===== config.mk =====
export PLATFORM = sky130hd
export DESIGN_NAME = exc_seq_flat
export DESIGN_NICKNAME = d
export VERILOG_FILES = /design/src/rtl/exc_seq_if.sv /design/src/rtl/exc_seq.sv /design/src/flat_wrapper.sv
export SDC_FILE = /design/constraint.sdc
export NUM_CORES = 1
export LEC_CHECK = 0
export BUFFER_PORTS_ARGS = -buffer_cell sky130_fd_sc_hd__buf_2
export CAP_MARGIN = 20
export CORE_MARGIN = 3
export CORE_UTILIZATION = 56
export CTS_CLUSTER_DIAMETER = 200
export CTS_CLUSTER_SIZE = 40
export DETAILED_ROUTE_END_ITERATION = 12
export PLACE_DENSITY = 0.84
export SYNTH_ARGS = -nofsm -noshare
export SYNTH_HDL_FRONTEND = slang
export SYNTH_SLANG_ARGS = --single-unit

===== constraint.sdc =====
create_clock -name clk -period 23.4 [get_ports clk]
set_input_delay 4.68 -clock clk [delete_from_list [all_inputs] [get_ports clk]]
set_output_delay 4.68 -clock clk [all_outputs]
set_load 0.1 [all_outputs]

===== src/rtl/exc_seq_if.sv =====
// Signal bundle between the exception sequencer, the INTC and the CPU bus/register file.
// Suffixes are from the sequencer's point of view.
interface exc_seq_if;
  logic        int_req_i;
  logic [3:0]  int_lvl_i;
  logic [7:0]  int_vec_i;
  logic [3:0]  int_mask_o;
  logic        int_ack_o;
  logic        int_acp_o;
  logic        vect_req_o;
  logic        vect_wait_i;
  logic        inst_bound_i;
  logic [31:0] sr_in_i;
  logic [31:0] pc_in_i;
  logic [31:0] sp_in_i;
  logic [31:0] vbr_i;
  logic [31:0] bus_a_o;
  logic [31:0] bus_do_o;
  logic [31:0] bus_di_i;
  logic        bus_we_o;
  logic        bus_req_o;
  logic        bus_busy_i;
  logic [31:0] new_pc_o;
  logic [31:0] new_sr_o;
  logic [31:0] new_sp_o;
  logic        load_o;

  modport slave (
    input  int_req_i, int_lvl_i, int_vec_i, vect_wait_i, inst_bound_i,
           sr_in_i, pc_in_i, sp_in_i, vbr_i, bus_di_i, bus_busy_i,
    output int_mask_o, int_ack_o, int_acp_o, vect_req_o,
           bus_a_o, bus_do_o, bus_we_o, bus_req_o,
           new_pc_o, new_sr_o, new_sp_o, load_o
  );

  modport master (
    output int_req_i, int_lvl_i, int_vec_i, vect_wait_i, inst_bound_i,
           sr_in_i, pc_in_i, sp_in_i, vbr_i, bus_di_i, bus_busy_i,
    input  int_mask_o, int_ack_o, int_acp_o, vect_req_o,
           bus_a_o, bus_do_o, bus_we_o, bus_req_o,
           new_pc_o, new_sr_o, new_sp_o, load_o
  );
endinterface


===== src/rtl/exc_seq.sv =====
// SH-style interrupt acceptance sequencer: acknowledges the INTC, pushes SR/PC,
// fetches the handler vector and hands NEW_PC/SR/SP to the CPU in one LOAD pulse.
module exc_seq (
  input  logic      clk,
  input  logic      rst,
  input  logic      ce_i,
  exc_seq_if.slave  cpu
);

  typedef enum logic [2:0] {
    S_IDLE, S_ACK, S_PUSH_SR, S_PUSH_PC, S_VECT, S_VRD, S_LOAD
  } state_e;

  localparam logic [7:0] NMI_VEC = 8'd11;

  state_e      state_q, state_d;
  logic        vect_2nd_q, vect_2nd_d;
  logic [3:0]  lvl_q;
  logic [7:0]  vec_q;
  logic [31:0] sr_q, pc_q, sp_q, vbr_q;
  logic        int_ack_q, int_acp_q, vect_req_q, load_q;
  logic [31:0] new_pc_q, new_sr_q, new_sp_q;

  logic        accept;
  logic        bus_req;
  logic        xfer_done;
  logic [31:0] bus_a, bus_do;
  logic        bus_we;

  // NMI bypasses the level comparison entirely.
  assign accept = cpu.inst_bound_i && cpu.int_req_i &&
                  ((cpu.int_lvl_i > cpu.sr_in_i[7:4]) || (cpu.int_vec_i == NMI_VEC));

  // Bus decode is a pure function of the state register so A/DO/WE hold across busy cycles.
  always_comb begin
    // NOTE: every combinational output gets a default first so no path infers a latch.
    bus_req = 1'b0;
    bus_we  = 1'b0;
    bus_a   = 32'h0;
    bus_do  = 32'h0;
    case (state_q)
      S_PUSH_SR: begin
        bus_req = 1'b1;
        bus_we  = 1'b1;
        bus_a   = sp_q - 32'd4;
        bus_do  = sr_q;
      end
      S_PUSH_PC: begin
        bus_req = 1'b1;
        bus_we  = 1'b1;
        bus_a   = sp_q - 32'd8;
        bus_do  = pc_q;
      end
      S_VRD: begin
        bus_req = 1'b1;
        bus_a   = vbr_q + {22'b0, vec_q, 2'b00};
      end
      default: ;
    endcase
  end

  assign xfer_done = bus_req && !cpu.bus_busy_i;

  always_comb begin
    state_d    = state_q;
    vect_2nd_d = 1'b0;
    case (state_q)
      S_IDLE:    if (accept) state_d = S_ACK;
      S_ACK:     state_d = S_PUSH_SR;
      S_PUSH_SR: if (xfer_done) state_d = S_PUSH_PC;
      S_PUSH_PC: if (xfer_done) state_d = S_VECT;
      S_VECT: begin
        // The first VECT cycle is unconditional; VECT_WAIT only matters from the second.
        vect_2nd_d = 1'b1;
        if (vect_2nd_q && !cpu.vect_wait_i) state_d = S_VRD;
      end
      S_VRD:     if (xfer_done) state_d = S_LOAD;
      S_LOAD:    state_d = S_IDLE;
      default:   state_d = S_IDLE;
    endcase
  end

  always_ff @(posedge clk or posedge rst) begin
    if (rst) begin
      state_q    <= S_IDLE;
      vect_2nd_q <= 1'b0;
      lvl_q      <= 4'h0;
      vec_q      <= 8'h0;
      sr_q       <= 32'h0;
      pc_q       <= 32'h0;
      sp_q       <= 32'h0;
      vbr_q      <= 32'h0;
      int_ack_q  <= 1'b0;
      int_acp_q  <= 1'b0;
      vect_req_q <= 1'b0;
      load_q     <= 1'b0;
      new_pc_q   <= 32'h0;
      new_sr_q   <= 32'h0;
      new_sp_q   <= 32'h0;
    end else if (ce_i) begin
      // NOTE: non-blocking assignments so every register samples pre-edge values.
      state_q    <= state_d;
      vect_2nd_q <= vect_2nd_d;
      if (state_q == S_IDLE && accept) begin
        lvl_q <= cpu.int_lvl_i;
        vec_q <= cpu.int_vec_i;
        sr_q  <= cpu.sr_in_i;
        pc_q  <= cpu.pc_in_i;
        sp_q  <= cpu.sp_in_i;
        vbr_q <= cpu.vbr_i;
      end
      if (state_q == S_VRD && xfer_done) new_pc_q <= cpu.bus_di_i;
      if (state_d == S_LOAD) begin
        new_sp_q <= sp_q - 32'd8;
        new_sr_q <= {sr_q[31:8], (vec_q == NMI_VEC) ? 4'hF : lvl_q, sr_q[3:0]};
      end
      // Registered outputs are decoded from the next state so they line up with it.
      int_ack_q  <= (state_d == S_ACK);
      int_acp_q  <= (state_d != S_IDLE);
      vect_req_q <= (state_d == S_VECT);
      load_q     <= (state_d == S_LOAD);
    end
  end

  // Mask is forced to F mid-sequence so the INTC presents nothing new.
  assign cpu.int_mask_o = (state_q == S_IDLE) ? cpu.sr_in_i[7:4] : 4'hF;
  assign cpu.int_ack_o  = int_ack_q;
  assign cpu.int_acp_o  = int_acp_q;
  assign cpu.vect_req_o = vect_req_q;
  assign cpu.load_o     = load_q;
  assign cpu.new_pc_o   = new_pc_q;
  assign cpu.new_sr_o   = new_sr_q;
  assign cpu.new_sp_o   = new_sp_q;
  assign cpu.bus_a_o    = bus_a;
  assign cpu.bus_do_o   = bus_do;
  assign cpu.bus_we_o   = bus_we;
  assign cpu.bus_req_o  = bus_req;

endmodule


===== src/flat_wrapper.sv =====
// flat-port wrapper written by rule: the top's interface ports become plain ports
module exc_seq_flat 
  (clk, rst, ce_i, cpu_int_req_i, cpu_int_lvl_i, cpu_int_vec_i, cpu_vect_wait_i, cpu_inst_bound_i, cpu_sr_in_i, cpu_pc_in_i, cpu_sp_in_i, cpu_vbr_i, cpu_bus_di_i, cpu_bus_busy_i, cpu_int_mask_o, cpu_int_ack_o, cpu_int_acp_o, cpu_vect_req_o, cpu_bus_a_o, cpu_bus_do_o, cpu_bus_we_o, cpu_bus_req_o, cpu_new_pc_o, cpu_new_sr_o, cpu_new_sp_o, cpu_load_o);
  exc_seq_if cpu_i ();
  input  logic clk;
  input  logic rst;
  input  logic ce_i;
  input wire logic [$bits(cpu_i.int_req_i)-1:0] cpu_int_req_i;
  input wire logic [$bits(cpu_i.int_lvl_i)-1:0] cpu_int_lvl_i;
  input wire logic [$bits(cpu_i.int_vec_i)-1:0] cpu_int_vec_i;
  input wire logic [$bits(cpu_i.vect_wait_i)-1:0] cpu_vect_wait_i;
  input wire logic [$bits(cpu_i.inst_bound_i)-1:0] cpu_inst_bound_i;
  input wire logic [$bits(cpu_i.sr_in_i)-1:0] cpu_sr_in_i;
  input wire logic [$bits(cpu_i.pc_in_i)-1:0] cpu_pc_in_i;
  input wire logic [$bits(cpu_i.sp_in_i)-1:0] cpu_sp_in_i;
  input wire logic [$bits(cpu_i.vbr_i)-1:0] cpu_vbr_i;
  input wire logic [$bits(cpu_i.bus_di_i)-1:0] cpu_bus_di_i;
  input wire logic [$bits(cpu_i.bus_busy_i)-1:0] cpu_bus_busy_i;
  output wire logic [$bits(cpu_i.int_mask_o)-1:0] cpu_int_mask_o;
  output wire logic [$bits(cpu_i.int_ack_o)-1:0] cpu_int_ack_o;
  output wire logic [$bits(cpu_i.int_acp_o)-1:0] cpu_int_acp_o;
  output wire logic [$bits(cpu_i.vect_req_o)-1:0] cpu_vect_req_o;
  output wire logic [$bits(cpu_i.bus_a_o)-1:0] cpu_bus_a_o;
  output wire logic [$bits(cpu_i.bus_do_o)-1:0] cpu_bus_do_o;
  output wire logic [$bits(cpu_i.bus_we_o)-1:0] cpu_bus_we_o;
  output wire logic [$bits(cpu_i.bus_req_o)-1:0] cpu_bus_req_o;
  output wire logic [$bits(cpu_i.new_pc_o)-1:0] cpu_new_pc_o;
  output wire logic [$bits(cpu_i.new_sr_o)-1:0] cpu_new_sr_o;
  output wire logic [$bits(cpu_i.new_sp_o)-1:0] cpu_new_sp_o;
  output wire logic [$bits(cpu_i.load_o)-1:0] cpu_load_o;
  assign cpu_i.int_req_i = cpu_int_req_i;
  assign cpu_i.int_lvl_i = cpu_int_lvl_i;
  assign cpu_i.int_vec_i = cpu_int_vec_i;
  assign cpu_i.vect_wait_i = cpu_vect_wait_i;
  assign cpu_i.inst_bound_i = cpu_inst_bound_i;
  assign cpu_i.sr_in_i = cpu_sr_in_i;
  assign cpu_i.pc_in_i = cpu_pc_in_i;
  assign cpu_i.sp_in_i = cpu_sp_in_i;
  assign cpu_i.vbr_i = cpu_vbr_i;
  assign cpu_i.bus_di_i = cpu_bus_di_i;
  assign cpu_i.bus_busy_i = cpu_bus_busy_i;
  assign cpu_int_mask_o = cpu_i.int_mask_o;
  assign cpu_int_ack_o = cpu_i.int_ack_o;
  assign cpu_int_acp_o = cpu_i.int_acp_o;
  assign cpu_vect_req_o = cpu_i.vect_req_o;
  assign cpu_bus_a_o = cpu_i.bus_a_o;
  assign cpu_bus_do_o = cpu_i.bus_do_o;
  assign cpu_bus_we_o = cpu_i.bus_we_o;
  assign cpu_bus_req_o = cpu_i.bus_req_o;
  assign cpu_new_pc_o = cpu_i.new_pc_o;
  assign cpu_new_sr_o = cpu_i.new_sr_o;
  assign cpu_new_sp_o = cpu_i.new_sp_o;
  assign cpu_load_o = cpu_i.load_o;
  exc_seq u_core (.clk(clk), .rst(rst), .ce_i(ce_i), .cpu(cpu_i));
endmodule

==> results.cfg <==
[timing]
worst_slew_margin_rel_pct = 35.0
tightest_slew_ns = 0.970
rsz0062_at_grt = false
slew_violations = 0
setup_viol = 0
finalHoldViolCount = 0
tns_ns = 0
max_freq_mhz = 99.8
period_share_pct = 42.8
clock_skew_ns = 0.0614
fin_crit_ns = 10.02

[drt]
wl_per_cell_um = 19.8
drtPass1Iterations = 6
initialDrtViolationCount = 456
avgViaCountPerCell = 5.66
via_count = 9034
drc_errors = 0
finalWirelength_um = 31600
antenna_left = 0

[layout]
fillerInstances = 1534
area_growth_pct = 19.4
layout-drive-gt1-share_pct = 44.8
final_nets = 1509

[yosys]
ys_seq_area_share_pct = 51.7
synth_nets = 1202
post-synth-top-area-cell = dfrtp_1
synth_top_area_share_pct = 51.7
syn_inst = 1007
synth_flop_cell = dfrtp_1
ys_seq_elements = 244
yosys_warnings = 0
netlist_area_mm2 = 0.0118
avgSynthCellArea_um2 = 11.7
netlist_top_cells_area = dfrtp_1, mux2_2, xnor2_1
synth_edf_count = 0
synth.distinct_cells = 54
ys_async_sr_fraction_pct = 100

[clock_tree]
clockRootBuffer = clkbuf_16
clock_sinks = 244
clock_latency_ns = 0.49
clk_pin_slew_worst_paths_ns = 0.15
ctsResizeCount = 0
clockBufferDepth = 3
cts_tree = yes
hold_buffers = 0
numCtsBuffers = 10
cts_setup_buffers = 0
h-tree-depth = 1

[place]
io_buffers = 348
routabilityCongestion = 0.895
hpwl_um = 23300

[setup_path]
required_ns = 18.72
cp_cell_sequence = buf_2 > nand2b_1 > buf_2
crit_type = primary input to output pin
cpMostUsedCell = buf_2
startpoint_type = primary input
r2r_end = u_core.cpu.new_pc_o[9]
cp_slowest_stage_delay_ns = 0.44
cp.arrival_ns = 5.34
cp_max_fo = 3
endpoint_kind = output pin
reg2regPathDepth = 6
slowest_stage = buf_2
reg2reg_setup_slack_ns = 19.51
r2r-start = u_core.state_q[0]

[flow_run]
cap_violations = 0

[worst_hold_path]
hold_class = flop to flop
min_to = u_core.cpu.new_sr_o[4]
min-delay-start = u_core.lvl_q[0]
hold_depth = 1

[global_route]
overflow = 0
antenna_found_initial = 12
grt.total_usage_pct = 27.0
grt_pass1_vias = 9232
grt_max_degree = 107
grt_pass1_wl_um = 48500

[die]
rows = 52
start_util_pct = 57.6
die_area_mm2 = 0.0229
boundaryPins = 349
coreArea_mm2 = 0.0205
die_h_um = 151
fp.dieW_um = 151

[status]
outcome = completed
==> state kept, by name, summed over array words and instances, names as in the netlist <==
signal / count
u_core.cpu.int_ack_o: 1
u_core.vbr_q: 32
u_core.cpu.new_sp_o: 32
u_core.cpu.load_o: 1
u_core.lvl_q: 4
u_core.sr_q: 32
u_core.cpu.new_sr_o: 32
u_core.vec_q: 8
u_core.state_q: 3
u_core.cpu.new_pc_o: 32
u_core.sp_q: 32
u_core.cpu.vect_req_o: 1
u_core.pc_q: 32
u_core.cpu.int_acp_o: 1
u_core.vect_2nd_q: 1
==> critical path: cells and delay by family <==
kind,cells,cell delay [ns]
AND/OR/NAND/NOR,1,0.11
buffers and inverters,2,0.55
==> worst max path at each step <==
stage,from,endpoint,slack (ns),depth (start not counted)
2_1_floorplan,rst,u_core.cpu.int_ack_o,12.02,1
3_3_place_gp,cpu_sr_in_i[4],cpu_int_mask_o[0],13.42,3
3_5_place_dp,cpu_sr_in_i[4],cpu_int_mask_o[0],13.40,3
4_1_cts,cpu_sr_in_i[4],cpu_int_mask_o[0],13.40,3
5_1_grt,cpu_sr_in_i[5],cpu_int_mask_o[1],13.39,4
6_report,cpu_sr_in_i[4],cpu_int_mask_o[0],13.38,3
==> area by class of cell <==
class / count / area, um^2 / share of cell area, %
flip-flops and latches: 244 / 6110 / 43.3
inverters: 14 / 60.1 / 0.426
clock buffers: 12 / 279 / 1.98
well taps: 270 / 338 / 2.40
diodes: 10 / 25.0 / 0.178
multi-input cells: 686 / 5410 / 38.4
clock inverters: 1 / 30.0 / 0.213
repair buffers: 358 / 1840 / 13.0
==> logic make-up (layout without fill, tap and decap cells) <==
family,count (synthesis),count (layout),synth area share (%)
mux,239,239,22.4
fa+ha+maj,16,16,1.76
xor+xnor,76,76,5.64
simple gates,232,232,9.44
buf+inv,77,385,2.53
compound gates,123,123,6.46
other cells,0,10,0
flops,244,244,51.7
==> Yosys cell counts, types with 4 or more instances <==
| library cell | n |
|---|---|
| nand4_1 | 8 |
| dfrtp_1 | 244 |
| o22a_1 | 4 |
| or3_1 | 4 |
| a21oi_1 | 41 |
| mux2i_1 | 34 |
| nor2_1 | 98 |
| o21ai_0 | 17 |
| o22ai_1 | 25 |
| nand2_1 | 41 |
| xor2_1 | 30 |
| nor4_1 | 9 |
| nor3_1 | 19 |
| ha_1 | 15 |
| a211oi_1 | 8 |
| nand2b_1 | 7 |
| clkbuf_1 | 53 |
| xnor2_1 | 46 |
| nor2b_1 | 5 |
| o31ai_1 | 5 |
| inv_1 | 14 |
| buf_1 | 7 |
| a21o_1 | 5 |
| mux2_2 | 205 |
| nand3_1 | 19 |
| a31oi_1 | 4 |
==> cell usage in the layout (no fill, tap or decap), drive strengths merged, types with 7 or more instances in the layout <==
cell type | synthesis | layout
o22ai | 25 | 25
a211oi | 8 | 8
clkbuf | 53 | 12
nand2 | 41 | 41
xnor2 | 46 | 46
inv | 14 | 14
ha | 15 | 15
mux2 | 205 | 205
nand3 | 19 | 19
buf | 10 | 358
nand2b | 7 | 7
o21ai | 17 | 17
dfrtp | 244 | 244
nor4 | 11 | 11
diode | 0 | 10
a21oi | 41 | 41
xor2 | 30 | 30
nor3 | 20 | 20
nand4 | 8 | 8
nor2 | 98 | 98
mux2i | 34 | 34
==> metal layers <==
| layer | vias to the layer above | GRT usage (%) | share of wire [%] |
|---|---|---|---|
| li1 | 4169 | - | - |
| met1 | 4441 | 33.4 | 39 |
| met2 | 345 | 45.5 | 50 |
| met3 | 73 | 6.94 | 7.8 |
| met4 | 6 | 10.4 | 3.7 |
| met5 | - | 0 | 0.098 |
==> metrics by stage <==
stage | setup WS, ns | utilization (%) | hold WS (ns) | instances | area, um^2
after floorplan | 12.02 | - | 0.454 | 1007 | 11800
after global placement | 13.42 | 66.9 | 0.459 | 1570 | 13700
after detailed placement | 13.40 | 66.9 | 0.478 | 1570 | 13700
after CTS | 13.40 | 68.5 | 0.510 | 1583 | 14000
after global routing | 13.39 | 68.7 | 0.533 | 1594 | 14100
final | 13.38 | 68.7 | 0.507 | 1595 | 14100
Power is not shown: default switching activity piles up to over one toggle a cycle in this logic, so the estimate is an artifact.
